### src/rtl/mux16_rr_scheduler.sv
// Round-robin scheduler driving the sel/en pair of a 16:1 mux.
// Each grant is a burst of at most MAX_HOLD cycles. The search for the next
// winner starts just after the last owner, so no requester starves. Every
// output comes from a register; req never reaches an output combinationally.
module mux16_rr_scheduler #(
  parameter int NUM_REQ  = 16,
  parameter int SEL_W    = 4,
  parameter int MAX_HOLD = 8
) (
  input  logic               clk,
  input  logic               rst_n,
  input  logic               sched_en,
  input  logic [NUM_REQ-1:0] req,
  output logic [SEL_W-1:0]   sel,
  output logic               en,
  output logic [NUM_REQ-1:0] grant,
  output logic               grant_done
);

  localparam int CNT_W = 8;

  typedef enum logic {
    IDLE  = 1'b0,
    GRANT = 1'b1
  } state_t;

  state_t             r_state;
  state_t             w_state_nxt;
  logic [SEL_W-1:0]   r_sel;
  logic [SEL_W-1:0]   w_sel_nxt;
  logic               r_en;
  logic               w_en_nxt;
  logic [NUM_REQ-1:0] r_grant;
  logic [NUM_REQ-1:0] w_grant_nxt;
  logic               r_done;
  logic               w_done_nxt;
  logic [CNT_W-1:0]   r_cnt;
  logic [CNT_W-1:0]   w_cnt_nxt;
  logic [SEL_W-1:0]   r_ptr;
  logic [SEL_W-1:0]   w_ptr_nxt;

  logic               w_req_any;
  logic [SEL_W-1:0]   w_start;
  logic [SEL_W-1:0]   w_winner;
  logic               w_end;

  // Return the first set bit of rq, scanning upward from start and wrapping at NUM_REQ.
  function automatic logic [SEL_W-1:0] rr_pick(input logic [NUM_REQ-1:0] rq,
                                               input logic [SEL_W-1:0]   start);
    logic [SEL_W-1:0] idx;
    logic             found;
    rr_pick = start;
    found   = 1'b0;
    for (int k = 0; k < NUM_REQ; k++) begin
      idx = start + SEL_W'(k);
      if (!found && rq[idx]) begin
        rr_pick = idx;
        found   = 1'b1;
      end
    end
  endfunction

  // Build the one-hot grant vector for a given select value.
  function automatic logic [NUM_REQ-1:0] onehot(input logic [SEL_W-1:0] s);
    onehot = NUM_REQ'(1) << s;
  endfunction

  assign w_req_any = |req;

  // While a grant is active, the search starts just after the owner. The
  // owner is therefore the last candidate and wins again only when it is
  // the sole requester.
  assign w_start  = (r_state == GRANT) ? (r_sel + SEL_W'(1)) : r_ptr;
  assign w_winner = rr_pick(req, w_start);

  // End the grant on any of: scheduling off, the owner releasing its
  // request, or the burst reaching its hold limit.
  assign w_end = !sched_en || !req[r_sel] || (r_cnt == CNT_W'(MAX_HOLD));

  // Next-state and next-output decode for the IDLE/GRANT controller.
  always_comb begin
    w_state_nxt = r_state;
    w_sel_nxt   = r_sel;
    w_en_nxt    = r_en;
    w_grant_nxt = r_grant;
    w_done_nxt  = 1'b0;
    w_cnt_nxt   = r_cnt;
    w_ptr_nxt   = r_ptr;
    case (r_state)
      IDLE: begin
        if (sched_en && w_req_any) begin
          w_state_nxt = GRANT;
          w_sel_nxt   = w_winner;
          w_en_nxt    = 1'b1;
          w_grant_nxt = onehot(w_winner);
          w_cnt_nxt   = CNT_W'(1);
        end else begin
          w_en_nxt    = 1'b0;
          w_grant_nxt = '0;
        end
      end
      GRANT: begin
        if (!w_end) begin
          w_cnt_nxt = r_cnt + CNT_W'(1);
        end else begin
          w_done_nxt = 1'b1;
          w_ptr_nxt  = w_start;
          if (sched_en && w_req_any) begin
            // Hand off on the same edge, so en has no idle bubble.
            w_sel_nxt   = w_winner;
            w_en_nxt    = 1'b1;
            w_grant_nxt = onehot(w_winner);
            w_cnt_nxt   = CNT_W'(1);
          end else begin
            w_state_nxt = IDLE;
            w_en_nxt    = 1'b0;
            w_grant_nxt = '0;
          end
        end
      end
      default: begin
        w_state_nxt = IDLE;
        w_en_nxt    = 1'b0;
        w_grant_nxt = '0;
      end
    endcase
  end

  // State and output registers. Reset is asynchronous, so asserting it
  // mid-grant clears the outputs without waiting for a clock edge.
  always_ff @(posedge clk or negedge rst_n) begin
    if (!rst_n) begin
      r_state <= IDLE;
      r_sel   <= '0;
      r_en    <= 1'b0;
      r_grant <= '0;
      r_done  <= 1'b0;
      r_cnt   <= '0;
      r_ptr   <= '0;
    end else begin
      r_state <= w_state_nxt;
      r_sel   <= w_sel_nxt;
      r_en    <= w_en_nxt;
      r_grant <= w_grant_nxt;
      r_done  <= w_done_nxt;
      r_cnt   <= w_cnt_nxt;
      r_ptr   <= w_ptr_nxt;
    end
  end

  assign sel        = r_sel;
  assign en         = r_en;
  assign grant      = r_grant;
  assign grant_done = r_done;

endmodule

### config.mk
export PLATFORM = sky130hd
export DESIGN_NAME = mux16_rr_scheduler
export DESIGN_NICKNAME = d
export VERILOG_FILES = /design/src/rtl/mux16_rr_scheduler.sv
export SDC_FILE = /design/constraint.sdc
export NUM_CORES = 1
export LEC_CHECK = 0
export ABC_AREA = 1
export ABC_CLOCK_PERIOD_IN_PS = 7300
export CAP_MARGIN = 25
export CORE_MARGIN = 3
export CORE_UTILIZATION = 50
export DETAILED_ROUTE_END_ITERATION = 8
export PLACE_DENSITY = 0.75
export SLEW_MARGIN = 20
export SYNTH_ARGS = -nofsm -noshare
export SYNTH_HDL_FRONTEND = slang
export SYNTH_SLANG_ARGS = --single-unit
export TNS_END_PERCENT = 50
### constraint.sdc
create_clock -name clk -period 7.3 [get_ports clk]
set_input_delay 1.095 -clock clk [delete_from_list [all_inputs] [get_ports clk]]
set_output_delay 1.095 -clock clk [all_outputs]
set_load 0.05 [all_outputs]
# Word-level counts from Yosys, hierarchy flattened
# Index checks and enable logic that the tools add are counted.
# W data, S select, Z words.
[op_classes]
muxes = 81
reduce_logical = 37
eq_ne = 2
n_lt_le_gt_ge = 17
addsub = 17
bitwise_logic = 1
shifts = 1
[op_table]
columns = ["operator", "n"]
rows = [
  ["$lt A4 B5 Y1 const B", 17],
  ["$mux W4", 18],
  ["$bmux W1 S4", 17],
  ["$mux W1", 37],
  ["$add A4 B4 Y4 const B", 8],
  ["$mux W16", 2],
  ["$pmux W16 S2", 1],
  ["$logic_not A1 Y1", 17],
  ["$add A4 B3 Y4 const B", 4],
  ["$logic_and A1 B1 Y1", 16],
  ["$mux W8", 2],
  ["$pmux W8 S2", 1],
  ["$reduce_or A16 Y1", 1],
  ["$shl A1 B4 Y16 const A", 1],
  ["$add A4 B1 Y4 const B", 2],
  ["$add A4 B2 Y4 const B", 2],
  ["$add A8 B1 Y8 const B", 1],
  ["$eq A8 B4 Y1 const B", 1],
  ["$pmux W4 S2", 1],
  ["$pmux W1 S2", 2],
  ["$logic_or A1 B1 Y1", 2],
  ["$ne A2 B1 Y1 const B", 1],
  ["$reduce_and A2 Y1", 1],
  ["$not A1 Y1", 1],
]
[word_totals]
word_cells = 163
ff_bits = 35

# Logic depth before layout (Yosys ltp)
[logic_depth]
depth_word = 54
ltp_mapped = 36

# Worst setup path before layout
# No wires, ideal clock.
[synth_path]
kind = "reg2reg"
startpoint = "register r_sel[1] (netlist: sel[1])"
endpoint = "register r_grant[4] (netlist: grant[4])"
path_buffers = 2
slack_ns = 3.129
t_required_ns = 7.181
stages_incl_launch_ff = 33
setup_time_ns = 0.119
arrival_time_ns = 4.051
cell_sequence = "dfrtp_1 > ha_1 > inv_1 > o21ai_4 > buf_6 > ha_1 > buf_2 > inv_1 > nand3_1 > nand2_1 > nand2_1 > nand2_1 > nand2_1 > nand2_2 > nand3_2 > inv_2 > nand2_4 > nor2_8 > nand3_4 > nor2_4 > nand4_4 > nor2_4 > nand2_2 > nor2_8 > nand2_2 > nor2_1 > nor2_1 > nand2_2 > nand2_1 > nand2_1 > nor2_2 > nand4_1 > nand2_1"
[synth_via]
elab_chain_cells = 54
[synth_rtl]
columns = ["item", "line_no", "rtl"]
rows = [
  ["start: declaration", "29", "logic [SEL_W-1:0] r_sel;"],
  ["start signal: assignment", "142", "r_sel <= w_sel_nxt;"],
  ["$add A4 B1 Y4 *", "73", "assign w_start = (r_state == GRANT) ? (r_sel + SEL_W'(1)) : r_ptr;"],
  ["$mux W4 *", "73", ""],
  ["net w_start[1]", "43", "logic [SEL_W-1:0] w_start;"],
  ["branches (longest 47 deep; another with $add A4 B1 Y4)", "n/a", ""],
  ["$mux W4 *", "56", "if (!found && rq[idx]) begin"],
  ["$shl A1 B4 Y16 *", "65", "onehot = NUM_REQ'(1) << s;"],
  ["$mux W16 *", "91, 108", ""],
  ["$mux W16", "103", "if (!w_end) begin"],
  ["$pmux W16 S2 *", "89", "case (r_state)"],
  ["end signal: assignment", "144", "r_grant <= w_grant_nxt;"],
  ["end: declaration", "33", "logic [NUM_REQ-1:0] r_grant;"],
]
# Mark *: on every way through the listed nets, which the timed path passes. The select of a mux whose other input is x is not followed.
# A chain may end at the register's enable or synchronous reset.

# Worst setup path after layout
[layout_path]
startpoint = "register r_sel[0] (netlist: sel[0])"
endpoint = "register r_grant[2] (netlist: grant[2])"
[layout_via]
elab_chain_cells = 54
[layout_rtl]
columns = ["item"]
rows = [
  ["branches (longest 54 deep; another with $add A4 B1 Y4)"],
]
# Parallel ways; which one is timed is not known. The select of a mux whose other input is x is not followed.

==> impl_metrics.csv <==
group,metric,value,unit
setup_path,critPathLaunchType,"flip-flop",
clock_tree,clk_pin_slew,0.07,ns
clock_tree,clk_path_buf_depth,2,
clock_tree,cts-resized-gates,0,
setup_path,worstSetupPathType,"reg -> reg",
finish,syn_to_final_growth,14.6,%
sta,fin_tns_setup,0,ns
die,core,0.00741,mm2
global_routing,grt_usage,0.275,
clock_tree,cts_max_level,2,
finish,diodes,0,
global_routing,grt_pass1_wl,19.8,mm
setup_path,cp.arrival,5.10,ns
sta,timing.fmax,0.205,GHz
synthesis,synth_area,0.00390,mm2
synthesis,ys_seq_area_frac,0.225,
sta,worst_slack,2.42,ns
sta,min_period_over_period,0.668,
die,start_util,0.527,
finish,fill_cells,699,
die,die-area,0.00890,mm2
route,vias_per_cell,5.57,
sta,rsz0062_at_grt,"false",
sta,worstMarginPinSlew,1.06,ns
finish,multiInputGateArea,0.00266,mm2
setup_path,end_kind,"flip-flop",
die,die_w,94.3,um
run_status,status,"complete, no violations",
clock_tree,clock_sinks,35,
clock_tree,clk_latency,0.29,ns
clock_tree,cts_root_buf,"clkbuf_8",
setup_path,worst_path_most_repeated_cell,"nand2_1",
die,die_h,94.3,um
clock_tree,postCtsHoldBufs,0,
global_routing,grt_pass1_vias,4233,
finish,nNetsFinal,722,
synthesis,syn-num-nets,687,
sta,drv_slew,0,
global_routing,antenna_found_initial,0,
setup_path,max_stage_delay,0.55,ns
die,row_count,31,
sta,hold_viol,0,
sta,final.min_clock_period,4.88,ns
clock_tree,cts_tree,"done",
placed_design,detailedPlacementHpwl,9.08,mm
route,antenna_left,0,
run,max_cap_violations,0,
clock_tree,postCtsSetupBuffers,0,
synthesis,ys_types,41,
die,io_pins,41,
clock_tree,cts_made_buffers,5,
sta,slew_headroom,0.289,
synthesis,yosysWarningCount,0,
global_routing,grt_max_degree,36,
sta,clock_skew,0.0108,ns
synthesis,syn_inst,664,
worst_hold_path,hold_path.class,"reg -> reg",
route,drtIter0Drc,416,
route,drtPass1Iterations,5,
synthesis,avgSynthCellArea,5.88,um2
route,drt_drc_violations_left,0,
finish,drive_gt1_frac,0.100,
placed_design,place_congestion,0.965,
route,wire_per_inst,14.5,um
setup_path,worst-endpoint-required,7.53,ns
setup_path,crit_slowest_cell,"dfrtp_1",
setup_path,crit_family,"simple AND/OR/NAND/NOR gates",
setup_path,path_buf_inv,3,
route,vias,4448,
sta,setup_viol,0,
setup_path,path_max_fanout,19,
placed_design,io_buffers,40,
placed_design,dp_slack,2.47,ns
global_routing,grt-ovfl-total,0,
route,wirelength,11.6,mm
synthesis,ys_seq_elements,35,
finish,regArea,876,um2
## final cells by class
| class | count | share of cell area |
|---|---|---|
| clock inverter | 2 | 0.00784 |
| multi-input combinational | 542 | 0.595 |
| tap | 99 | 0.0277 |
| timing repair buffer | 43 | 0.0946 |
| sequential | 35 | 0.196 |
| clock buffer | 6 | 0.0185 |
| inverter | 72 | 0.0607 |
## worst paths after layout
check | from | to | slack (ns) | cells after the start
max | sel[0] | grant[2] | 2.42 | 27
min | grant[15] | grant[15] | 0.48 | 2
max reg2reg | sel[0] | grant[2] | 2.42 | 27
min reg2reg | grant[15] | grant[15] | 0.48 | 2
max in group asynchronous | rst_n | r_ptr[2] | 5.78 | 2
min in group asynchronous | rst_n | r_cnt[6] | 1.21 | 2
## logic make-up after synthesis
| kind of cell | after synthesis | synth area share |
|---|---|---|
| AO/OA/AOI/OAI | 71 | 0.0991 |
| XOR/XNOR | 6 | 0.0135 |
| adder cells (fa/ha/maj) | 4 | 0.0128 |
| buffers and inverters | 87 | 0.0940 |
| flip-flops | 35 | 0.225 |
| multiplexers | 2 | 0.00513 |
| AND/OR/NAND/NOR | 459 | 0.551 |
## sequential cells by signal (all words and copies together) (netlist names)
register / flops
en: 1
grant: 16
grant_done: 1
r_cnt: 8
r_ptr: 4
r_state: 1
sel: 4
## cells in the final DEF, fill, tap and decap left out, drive strengths merged
master         synthesis  layout
nand2                287     287
xor2                   5       5
nor3                   4       4
clkdlybuf4s50          0      40
buf                   11       3
nand3b                 1       1
a22oi                  1       1
o2111ai                1       1
nand4                 14      14
inv                   69      69
o311ai                 1       1
o211ai                 2       2
clkinv                 3       4
ha                     4       4
mux2i                  2       2
a21oi                 20      20
a31oi                  2       2
nor2                  41      41
dfrtp                 35      35
a21boi                 1       1
clkbuf                 4       6
or2                    4       4
nand3                103     103
xnor2                  1       1
bufinv                 0       1
nor4                   5       5
o21ai                 43      43
## tightest hold or removal path: stages (launching register included)
cell and delay, ns:
dfrtp_1 0.34, nand2_1 0.05, nand2_1 0.06
## metrics by stage
stage / cell area [um2] / hold WS (ns) / util / std cells
3_3_place_gp: 4350 / 0.463 / 0.588 / 791
5_1_grt: 4470 / 0.510 / 0.603 / 799
6_report: 4470 / 0.480 / 0.603 / 799
4_1_cts: 4470 / 0.484 / 0.603 / 799
2_1_floorplan: 3900 / 0.458 / - / 664
3_5_place_dp: 4350 / 0.465 / 0.588 / 791
## synthesized netlist by cell type, drive strengths merged
cell	n	share of area
inv	69	0.066
dfrtp	35	0.22
ha	4	0.013
xor2	5	0.011
nor2	41	0.056
a21boi	1	0.0019
xnor2	1	0.0022
clkbuf	4	0.0038
buf	11	0.021
nand4	14	0.026
nand3b	1	0.0019
a22oi	1	0.0019
nand3	103	0.15
clkinv	3	0.0032
o311ai	1	0.0022
nor3	4	0.0051
nor4	5	0.0096
a31oi	2	0.0032
nand2	287	0.29
mux2i	2	0.0051
a21oi	20	0.026
o2111ai	1	0.0022
or2	4	0.0071
o211ai	2	0.0038
o21ai	43	0.058
## routing by layer
layer,vias to the layer above,routed length [um],GRT usage
met1,1994,4950,0.358
met3,30,812,0.0438
li1,2229,-,-
met2,195,5460,0.464
met4,0,352,0.0963
met5,-,0,0
Power is not shown: default switching activity piles up to over one toggle a cycle in this logic, so the estimate is an artifact.
